[config.mk]
export PLATFORM = sky130hd
export DESIGN_NAME = sng_array
export DESIGN_NICKNAME = d
export VERILOG_FILES = /design/src/rtl/sng_pkg.sv /design/src/rtl/vdc_rng.sv /design/src/rtl/sng_array.sv
export SDC_FILE = /design/constraint.sdc
export NUM_CORES = 1
export LEC_CHECK = 0
export ABC_AREA = 1
export CORE_UTILIZATION = 40
export CTS_CLUSTER_DIAMETER = 100
export DETAILED_ROUTE_END_ITERATION = 6
export SYNTH_ARGS = -nofsm -noshare
export SYNTH_HDL_FRONTEND = slang
export SYNTH_SLANG_ARGS = --single-unit
[constraint.sdc]
create_clock -name clk -period 2.47 [get_ports clk]
set_clock_uncertainty 0.1 [all_clocks]
set_input_delay 0.494 -clock clk [delete_from_list [all_inputs] [get_ports clk]]
set_output_delay 0.494 -clock clk [all_outputs]
set_load 0.01 [all_outputs]
[src/rtl/sng_pkg.sv]
// Shared definitions for the stochastic number generator and its adder.
// Holds the default channel/precision constants, state encoding and bit-reverse helper.
package sng_pkg;

  localparam int unsigned SngInum     = 8;
  localparam int unsigned SngLogInum  = 3;
  localparam int unsigned SngBitwidth = 8;

  typedef logic [0:0] sng_state_t;

  localparam sng_state_t StIdle = 1'b0;
  localparam sng_state_t StRun  = 1'b1;

  // Reverse the low `width` bits of val. Bits above `width` must be zero.
  // The result occupies the low `width` bits.
  function automatic logic [31:0] bitrev(input logic [31:0] val, input int unsigned width);
    logic [31:0] rev;
    rev = {<<{val}};
    return rev >> (32 - width);
  endfunction

endpackage

[src/rtl/vdc_rng.sv]
// Van der Corput sequence source: one shared counter and per-channel phase-shifted
// bit-reversed values.
module vdc_rng
  import sng_pkg::*;
#(
  parameter int unsigned INUM     = SngInum,
  parameter int unsigned BITWIDTH = SngBitwidth
) (
  input  logic                     clk,
  input  logic                     rst_n,
  input  logic                     en_i,
  input  logic                     clr_i,
  output logic [BITWIDTH-1:0]      cnt_o,
  output logic [INUM*BITWIDTH-1:0] rand_o
);

  localparam int unsigned Stride = (1 << BITWIDTH) / INUM;

  logic [BITWIDTH-1:0] cnt_d, cnt_q;

  always_comb begin
    cnt_d = cnt_q;
    if (clr_i) begin
      cnt_d = '0;
    end else if (en_i) begin
      cnt_d = cnt_q + 1'b1;
    end
  end

  always_ff @(posedge clk or negedge rst_n) begin
    if (!rst_n) begin
      cnt_q <= '0;
    end else begin
      cnt_q <= cnt_d;
    end
  end

  assign cnt_o = cnt_q;

  // Channels are spread evenly around the period so their sequences stay decorrelated.
  for (genvar g = 0; g < INUM; g++) begin : g_chan
    localparam logic [BITWIDTH-1:0] Offset = BITWIDTH'(g * Stride);
    logic [BITWIDTH-1:0] phase;
    assign phase = cnt_q + Offset;
    assign rand_o[g*BITWIDTH +: BITWIDTH] = BITWIDTH'(bitrev(32'(phase), BITWIDTH));
  end

endmodule

[src/rtl/sng_array.sv]
// Multi-channel stochastic number generator feeding the approximate parallel counter adder.
// Emits one unipolar bit per channel per cycle for 2^BITWIDTH cycles after a start.
module sng_array
  import sng_pkg::*;
#(
  parameter int unsigned INUM     = SngInum,
  parameter int unsigned LOGINUM  = SngLogInum,
  parameter int unsigned BITWIDTH = SngBitwidth
) (
  input  logic                     clk,
  input  logic                     rst_n,
  input  logic                     start,
  input  logic                     clr,
  input  logic [INUM*BITWIDTH-1:0] binIn,
  output logic [INUM-1:0]          out,
  output logic [LOGINUM-1:0]       randNum,
  output logic                     valid,
  output logic                     busy,
  output logic                     done
);

  localparam logic [BITWIDTH-1:0] CntMax = '1;

  sng_state_t                 state_d, state_q;
  logic [INUM*BITWIDTH-1:0]   op_d, op_q;
  logic [INUM-1:0]            out_d, out_q;
  logic [LOGINUM-1:0]         rand_num_d, rand_num_q;
  logic                       valid_d, valid_q;
  logic                       done_d, done_q;

  logic [BITWIDTH-1:0]        cnt;
  logic [INUM*BITWIDTH-1:0]   rand_vec;
  logic [INUM-1:0]            hit;
  logic                       launch;
  logic                       run;

  assign launch = (state_q == StIdle) && start && !clr;
  assign run    = (state_q == StRun) && !clr;

  vdc_rng #(
    .INUM     (INUM),
    .BITWIDTH (BITWIDTH)
  ) u_rng (
    .clk    (clk),
    .rst_n  (rst_n),
    .en_i   (run),
    .clr_i  (clr || launch),
    .cnt_o  (cnt),
    .rand_o (rand_vec)
  );

  for (genvar g = 0; g < INUM; g++) begin : g_cmp
    assign hit[g] = op_q[g*BITWIDTH +: BITWIDTH] > rand_vec[g*BITWIDTH +: BITWIDTH];
  end

  // Outputs default to zero so idle, abort and post-stream cycles all read as 0.
  always_comb begin
    state_d    = state_q;
    op_d       = op_q;
    out_d      = '0;
    rand_num_d = '0;
    valid_d    = 1'b0;
    done_d     = 1'b0;
    if (clr) begin
      state_d = StIdle;
    end else if (state_q == StIdle) begin
      if (start) begin
        op_d    = binIn;
        state_d = StRun;
      end
    end else begin
      out_d      = hit;
      rand_num_d = LOGINUM'(bitrev(32'(cnt[LOGINUM-1:0]), LOGINUM));
      valid_d    = 1'b1;
      if (cnt == CntMax) begin
        done_d  = 1'b1;
        state_d = StIdle;
      end
    end
  end

  always_ff @(posedge clk or negedge rst_n) begin
    if (!rst_n) begin
      state_q    <= StIdle;
      op_q       <= '0;
      out_q      <= '0;
      rand_num_q <= '0;
      valid_q    <= 1'b0;
      done_q     <= 1'b0;
    end else begin
      state_q    <= state_d;
      op_q       <= op_d;
      out_q      <= out_d;
      rand_num_q <= rand_num_d;
      valid_q    <= valid_d;
      done_q     <= done_d;
    end
  end

  assign out     = out_q;
  assign randNum = rand_num_q;
  assign valid   = valid_q;
  assign busy    = (state_q == StRun);
  assign done    = done_q;

endmodule

# Word level (Yosys, flattened, before mapping)
# Index checks and enable logic that the tools add are counted.
dict set report word_totals {
  ff_bits 86
  memories 0
  out_inout_bits 14
  rom_bits 0
  input_bits 68
  latchBits 0
  ram_bits 0
  wordCells 48
}
dict set report classes {
  n_bitwise 2
  n_lt_le_gt_ge 8
  n_eq_ne 1
  n_div 0
  mux 15
  n_reduce_logical 7
  shifts 0
  n_mul 0
  add_sub_neg 8
}
# cell n
set ops {}
lappend ops {{8-bit > comparator} 8}
lappend ops {{8-bit adder, second input constant} 4}
lappend ops {{8-bit 2-to-1 mux} 4}
lappend ops {{8-bit by 7-bit adder with 8-bit output, second input constant} 2}
lappend ops {{1-bit 2-to-1 mux} 9}
lappend ops {{8-bit by 1-bit adder with 8-bit output, second input constant} 1}
lappend ops {{8-bit by 6-bit adder with 8-bit output, second input constant} 1}
lappend ops {{8-bit == test, second input constant} 1}
lappend ops {{3-bit 2-to-1 mux} 2}
lappend ops {{1-bit logical AND} 3}
lappend ops {{3-bit AND reduction} 1}
lappend ops {{1-bit inverter} 2}
lappend ops {{2-bit nonzero test} 1}
lappend ops {{1-bit logical NOT} 1}
lappend ops {{1-bit logical OR} 1}

# Longest topological paths before layout
# Gate-level depths: netlist (run 1).
dict set report logic_depth {
  ltp_word 5
  mapped_depth 12
}

# Hierarchy
# Synthesis (run 1) repeated with hierarchy kept, for this count alone.
dict set report unflattened {
  hier_cells 605
  area_unflattened_um2 5719.2
}
# module area_each_um2 n_inst cells_each seq_area_each_um2
set by_module_without_submodules {}
lappend by_module_without_submodules {sng_array 4792.1 1 482 1951.9}
lappend by_module_without_submodules {vdc_rng 927.1 1 123 200.2}

# Worst setup path after synthesis (run 1)
# Ideal clock, no wire load.
dict set report synth_path {
  kind {flip-flop to flip-flop}
  from {register u_rng.cnt_q[5], in the netlist u_rng.cnt_o[5]}
  to {register out_q[3], in the netlist out[3]}
  path_slack_ps 681
  path_buffers 0
  t_arrival_ps 1568
  synth_period_minus_slack_ps 1789
  path_stages_with_launch 10
  cell_sequence {dfrtp_1 inv_1 ha_1 xor2_1 inv_1 ha_1 nand2_1 nand3b_1 nand2_1 a21oi_1}
}
dict set report synth_via {
  elab_chain_cells 4
}
# item line_no
set synth_lines {}
lappend synth_lines {{start, declared} vdc_rng.sv:19} ;# logic [BITWIDTH-1:0] cnt_d, cnt_q;
lappend synth_lines {{start signal, assigned} vdc_rng.sv:34} ;# cnt_q <= cnt_d;
lappend synth_lines {{8-bit by 7-bit adder with 8-bit output} vdc_rng.sv:44} ;# assign phase = cnt_q + Offset;
lappend synth_lines {{8-bit > comparator} sng_array.sv:53} ;# assign hit[g] = op_q[g*BITWIDTH +: BITWIDTH] > rand_vec[g*BITWIDTH +: BITWIDTH];
lappend synth_lines {{8-bit 2-to-1 mux} sng_array.sv:66} ;# end else if (state_q == StIdle) begin
lappend synth_lines {{8-bit 2-to-1 mux} sng_array.sv:64} ;# if (clr) begin
lappend synth_lines {{net out_d[3]} sng_array.sv:26} ;# logic [INUM-1:0] out_d, out_q;
lappend synth_lines {{end signal, assigned} sng_array.sv:93} ;# out_q <= out_d;
lappend synth_lines {{end, declared} sng_array.sv:26}
# The timed path passes the listed nets, and every way through them passes these cells.
# A chain may end at the register's enable or synchronous reset.

# Worst setup path after layout (run 1)
dict set report layout_path {
  from {register state_q, in the netlist busy}
  to {output busy}
}
# item line_no
set layout_rtl {}
lappend layout_rtl {{start, declared} sng_array.sv:24} ;# sng_state_t state_d, state_q;
lappend layout_rtl {{start signal, assigned} sng_array.sv:84} ;# state_q <= StIdle;
lappend layout_rtl {{start signal, assigned} sng_array.sv:91} ;# state_q <= state_d;
lappend layout_rtl {{end, declared} sng_array.sv:18} ;# output logic busy,
# No word-level cell between the ends.

==> flow_summary.ini, run 1 <==
[outcome]
status = complete, no violations

[detailed_routing]
routed_via_density = 4.90
met2_length_microns = 5200
vias = 3574
wl_met1_microns = 4590
drt_wl_total_microns = 10200
first_iter_violations = 81
met3WireLength_microns = 303
ant_nets = 0
drtPass1Iterations = 4
wl_per_cell_microns = 14.0
drc = 0
dr.max_layer_used = met4

[clock_network]
postCtsSetupBuffers = 0
cts_sinks = 86
cts_hold_buf = 0
numCtsBuffers = 9
cts_max_level = 3
clkTransAtPathRegs_ns = 0.06
cts.path.max_buffers = 2
tritoncts = done
postCtsResizedCells = 0
worstSkewPairLatency_ns = 0.34
cts-root-buf = clkbuf_16

[timing]
setup_viol = 0
worst_hold_slack_ns = 0.00395
clock.fmax_mhz = 520
setup_tns_ns = 0
rsz0062_at_grt = no
fin_crit_ns = 1.92
slew_viol_final = 0
hold_viol_final = 0
worst_pin_slew_ns = 0.586
period_share_pct = 77.9
fin_ws_ns = 0.545
relSlewSlack_pct = 60.9

[critical_path]
required_ns = 1.88
critical_path_buf_inv_count = 1
worstSetupPathType = reg -> out
start_kind = flip-flop
cp.depth = 1
cp_slowest_stage_delay_ns = 0.57
slowest_stage = clkdlybuf4s50_1
cp.arrival_ns = 1.33
crit_path_max_fanout = 4
critPathCaptureType = primary output
worst-r2r-cell-count = 10
worstPathCellList = clkdlybuf4s50_1
critical_path.top_delay_family = buffers and inverters

[layout]
drive_gt1_share_pct = 5.80
final_cell_mix = nand2_1 (110), dfrtp_1 (86), clkdlybuf4s50_1 (80)
fin_area_sq_um = 6160
nets = 717
final_common_cell = nand2_1
area_growth_pct = 26.4
stdcell_count = 729
post-route-util_pct = 52.8
diodes = 0
fillerInstances = 1049

[floorplan]
dieArea_sq_um = 12600
chipHeight_microns = 112
die_w_microns = 112
core_sq_um = 11700
num_io_pins = 82
start_util_pct = 41.8
num_rows = 39

[power]
design_power_total_mw = 3.87
p_leak_nw = 2.98
power_per_cell_area_nw_per_um2 = 629
ir_worst_vdd_uv = 266

[synthesis]
ys_seq_area_share_pct = 44.1
netlist_instances = 488
yosysUniqueCellTypes = 21
synth-seq-cells = 86
synth_area_leaders = dfrtp_1 (44%), ha_1 (17%), mux2_1 (12%)
ys_warn_count = 0
synth_top_area_share_pct = 44.1
syn-num-nets = 624
syn-cell-area_sq_um = 4880
yosysTopAreaCell = dfrtp_1
syn_area_per_cell_sq_um = 9.99

[placement]
portBuffers = 81
place_congestion = 0.840
placed_cells = 713
placed_area_sq_um = 5890
preCtsSetupSlack_ns = 0.256
dp_hpwl_microns = 7650

[job]
maxCapViolations = 0

[global_routing]
grt_first_pass_wirelength_microns = 17600
track_usage_pct = 18.0
grt_max_degree = 38
grt_pass1_vias = 3743
grt_overflow = 0
antenna_found_initial = 0

[worst_hold_path]
hp-class = in -> async
[flip-flops by register name (all words and copies together) (netlist names)]
register	flops
out	8
busy	1
randNum	3
u_rng.cnt_o	8
op_q	64
valid	1
done	1
[cells in the mapped netlist (all sizes together)]
cell      n
ha       68
a21oi    33
o22ai     2
buf       8
inv      57
xor2      2
nand3b    3
nand3     5
nor2     40
o21ai     8
nor3b     1
nand2   111
dfrtp    86
mux2     56
a21o      8
[path summary, 6_finish.rpt]
kind                                 from    endpoint  slack [ns]
min reg2reg                      op_q[30]    op_q[30]        0.40
max                                  busy        busy        0.55
min                                 rst_n      out[1]       0.004
max reg2reg                u_rng.cnt_o[6]      out[5]        0.63
min in group clk                 op_q[30]    op_q[30]        0.40
max in group asynchronous           rst_n  randNum[0]        1.63
[logic make-up after synthesis]
family | share of synthesized area [%]
adder cells (fa/ha/maj) | 17.4
XOR/XNOR | 0.359
AND/OR/NAND/NOR | 13.2
flip-flops | 44.1
buffers and inverters | 5.90
AO/OA/AOI/OAI | 5.70
multiplexers | 13.2
[layer usage]
layer	up-vias	GRT usage (%)
met5	-	0
met4	0	6.13
met3	11	2.38
met2	54	32.1
met1	1719	22.6
li1	1790	-
[cell type report]
cell class                 count  area (sq um)  area share (%)
timing repair buffer          90           913            14.8
tap                          143           179            2.90
sequential                    86          2150            34.9
inverter                      57           214            3.47
multi-input combinational    337          2440            39.5
clock inverter                 6          38.8           0.629
clock buffer                  10           229            3.72
[where the power goes]
part | leakage (nW) | total (mW) | switching, mW | internal (mW)
clock network | 0.128 | 1.23 | 0.548 | 0.677
registers | 1.05 | 1.74 | 0.118 | 1.62
logic | 1.80 | 0.910 | 0.426 | 0.484
total | 2.98 | 3.87 | 1.09 | 2.78
No activity file was read; power rests on OpenSTA's default activity.
==> inputs of run 2 (changes only) <==
==> constraint.sdc (replaced) <==
create_clock -name clk -period 1.8 [get_ports clk]
set_clock_uncertainty 0.1 [all_clocks]
set_input_delay 0.36 -clock clk [delete_from_list [all_inputs] [get_ports clk]]
set_output_delay 0.36 -clock clk [all_outputs]
set_load 0.01 [all_outputs]
==> run 2 against run 1 <==
  * Via count up 2.6%
  * Worst hold slack better by 0.39 ns
  * Non-clock buffer count up 22
  * First-iteration DRC count up 41%
  * Critical path depth up 9
  * Global-route usage up 0.77 points
  * Power up 46%
  * Sequential share of layout area down 2.3 points
  * Setup slack worse by 0.50 ns
  * Die area unchanged
  * Cell count up 3.0%
  * Critical path type is now reg -> reg
  * Largest power group unchanged
==> flow_summary.ini, run 2 (same netlist as run 1, synthesis figures left out) <==
[detailed_routing]
ant_nets = 0
wl_per_cell_microns = 14.8
first_iter_violations = 114
vias = 3666
dr.max_layer_used = met4
met3WireLength_microns = 378
met2_length_microns = 5590
drt_wl_total_microns = 11100
drc = 0
wl_met1_microns = 4930
routed_via_density = 4.88
drtPass1Iterations = 4

[critical_path]
r2r_slack_ns = 0.04
required_ns = 1.93
crit_path_max_fanout = 4
worstSetupPathType = reg -> reg
critical_path_buf_inv_count = 2
cp.depth = 10
cp.arrival_ns = 1.89
slowest_stage = dfrtp_1
r2r-end = out[7]
start_kind = flip-flop
cp_slowest_stage_delay_ns = 0.44
worst-r2r-cell-count = 10
critPathCaptureType = flip-flop
critical_path.top_delay_family = flip-flops
worstPathCellList = inv_2, ha_4, xor2_2, buf_4, ha_4, nand2_2, nor2_2, nand2_1, nand2_1, a21oi_2
reg2reg_from = u_rng.cnt_o[5]

[global_routing]
antenna_found_initial = 0
grt_max_degree = 35
grt_first_pass_wirelength_microns = 18200
track_usage_pct = 18.8
grt_pass1_vias = 3772
grt_overflow = 0

[power]
seqPwrFrac_pct = 42.5
p_sw_share_pct = 27.5
ir_worst_vdd_uv = 424
clkPwrFrac_pct = 33.4
comb_power_share_pct = 24.1
design_power_total_mw = 5.64
power_per_cell_area_nw_per_um2 = 854
power_switching_mw = 1.55
p_int_mw = 4.09
p_leak_nw = 3.12

[job]
maxCapViolations = 0

[timing]
relSlewSlack_pct = 70.7
setup_viol = 0
slew_viol_final = 0
fin_ws_ns = 0.0439
rsz0062_at_grt = yes
clock.fmax_mhz = 569
period_share_pct = 97.6
fin_crit_ns = 1.76
hold_viol_final = 0
worst_pin_slew_ns = 0.440

[floorplan]
start_util_pct = 41.8
dieArea_sq_um = 12600
chipHeight_microns = 112
die_w_microns = 112
core_sq_um = 11700
num_io_pins = 82
num_rows = 39

[layout]
post-route-util_pct = 56.6
largest_register_ffs = 64
final_common_cell = nand2_1
fin_area_sq_um = 6600
diodes = 0
nets = 739
drive_gt1_share_pct = 14.1
top_register = op_q
area_growth_pct = 35.4
stdcell_count = 751
final_cell_mix = nand2_1 (104), dfrtp_1 (85), clkdlybuf4s50_1 (80)

[clock_network]
numCtsBuffers = 9
cts-root-buf = clkbuf_16
cts_sinks = 86
clkTransAtPathRegs_ns = 0.06
tritoncts = done
cts_max_level = 3
worstSkewPairLatency_ns = 0.34
cts.path.max_buffers = 2

[placement]
dp_hpwl_microns = 8100
placed_cells = 728
preCtsSetupSlack_ns = -0.0849
placed_area_sq_um = 6070
place_congestion = 0.805
portBuffers = 81

[worst_hold_path]
hp-class = in -> async

[outcome]
status = complete, no violations
## run 2: cell count changes in the layout (fill, tap and decap cells not counted), sizes merged
cell	delta
dlygate4sd3	+1
clkinv	-1
buf	+21
bufinv	+1
clkinvlp	-2
clkbuf	+2
## run 2: layout make-up
| cell class | instances | area, sq um |
|---|---|---|
| Fill cell | 1030 | 5060 |
| Multi-Input combinational cell | 337 | 2610 |
| Sequential cell | 86 | 2150 |
| Timing Repair Buffer | 112 | 1140 |
| Clock buffer | 12 | 256 |
| Inverter | 57 | 216 |
| Tap cell | 143 | 179 |
| Clock inverter | 4 | 45.0 |
## run 2: per-stage QoR
step / hold WS [ns] / setup TNS [ns]
2_1_floorplan: -0.0356 / 0
3_3_place_gp: 0.207 / -2.83
3_5_place_dp: 0.210 / -2.74
4_1_cts: 0.392 / 0
5_1_grt: 0.417 / -0.142
6_report: 0.393 / 0
## run 2: power by group through the flow
stage               sequential (mW)  combinational, mW  clock (mW)
global placement               2.42               1.23           0
floorplan                      2.38              0.852           0
detailed placement             2.43               1.30           0
finish                         2.40               1.36        1.88
global route                   2.43               1.58        2.03
CTS                            2.39               1.32        1.93
## run 2: routing by layer
layer | global-route usage, % | up-vias
li1 | - | 1834
met1 | 23.1 | 1739
met2 | 33.3 | 76
met3 | 3.08 | 17
met4 | 6.84 | 0
met5 | 0 | -
## run 2: worst max path at each step
stage                        start       end
finish              u_rng.cnt_o[5]    out[7]
global route        u_rng.cnt_o[5]    out[1]
CTS                 u_rng.cnt_o[5]    out[5]
detailed placement  u_rng.cnt_o[6]    out[1]
global placement               clr  op_q[18]
floorplan           u_rng.cnt_o[5]    out[3]
## run 2: repair_timing
item | 4_1_cts | 5_1_grt
hold endpoints to repair | 26 | 0
buffers inserted | 2 | 4
pin swaps | 0 | 10
gates cloned | 0 | 0
gates resized for setup | 2 | 32
endpoints found under the setup margin | 3 | 6
hold buffers | 1 | 0
==> inputs of run 3 (changes only) <==
--- a/config.mk
+++ b/config.mk
@@ -9,6 +9,7 @@
 export CORE_UTILIZATION = 40
 export CTS_CLUSTER_DIAMETER = 100
 export DETAILED_ROUTE_END_ITERATION = 6
+export GPL_ROUTABILITY_DRIVEN = 0
 export SYNTH_ARGS = -nofsm -noshare
 export SYNTH_HDL_FRONTEND = slang
 export SYNTH_SLANG_ARGS = --single-unit
==> results of run 3 <==
Same layout as run 2: the final DEF is identical, and so are final timing and power.
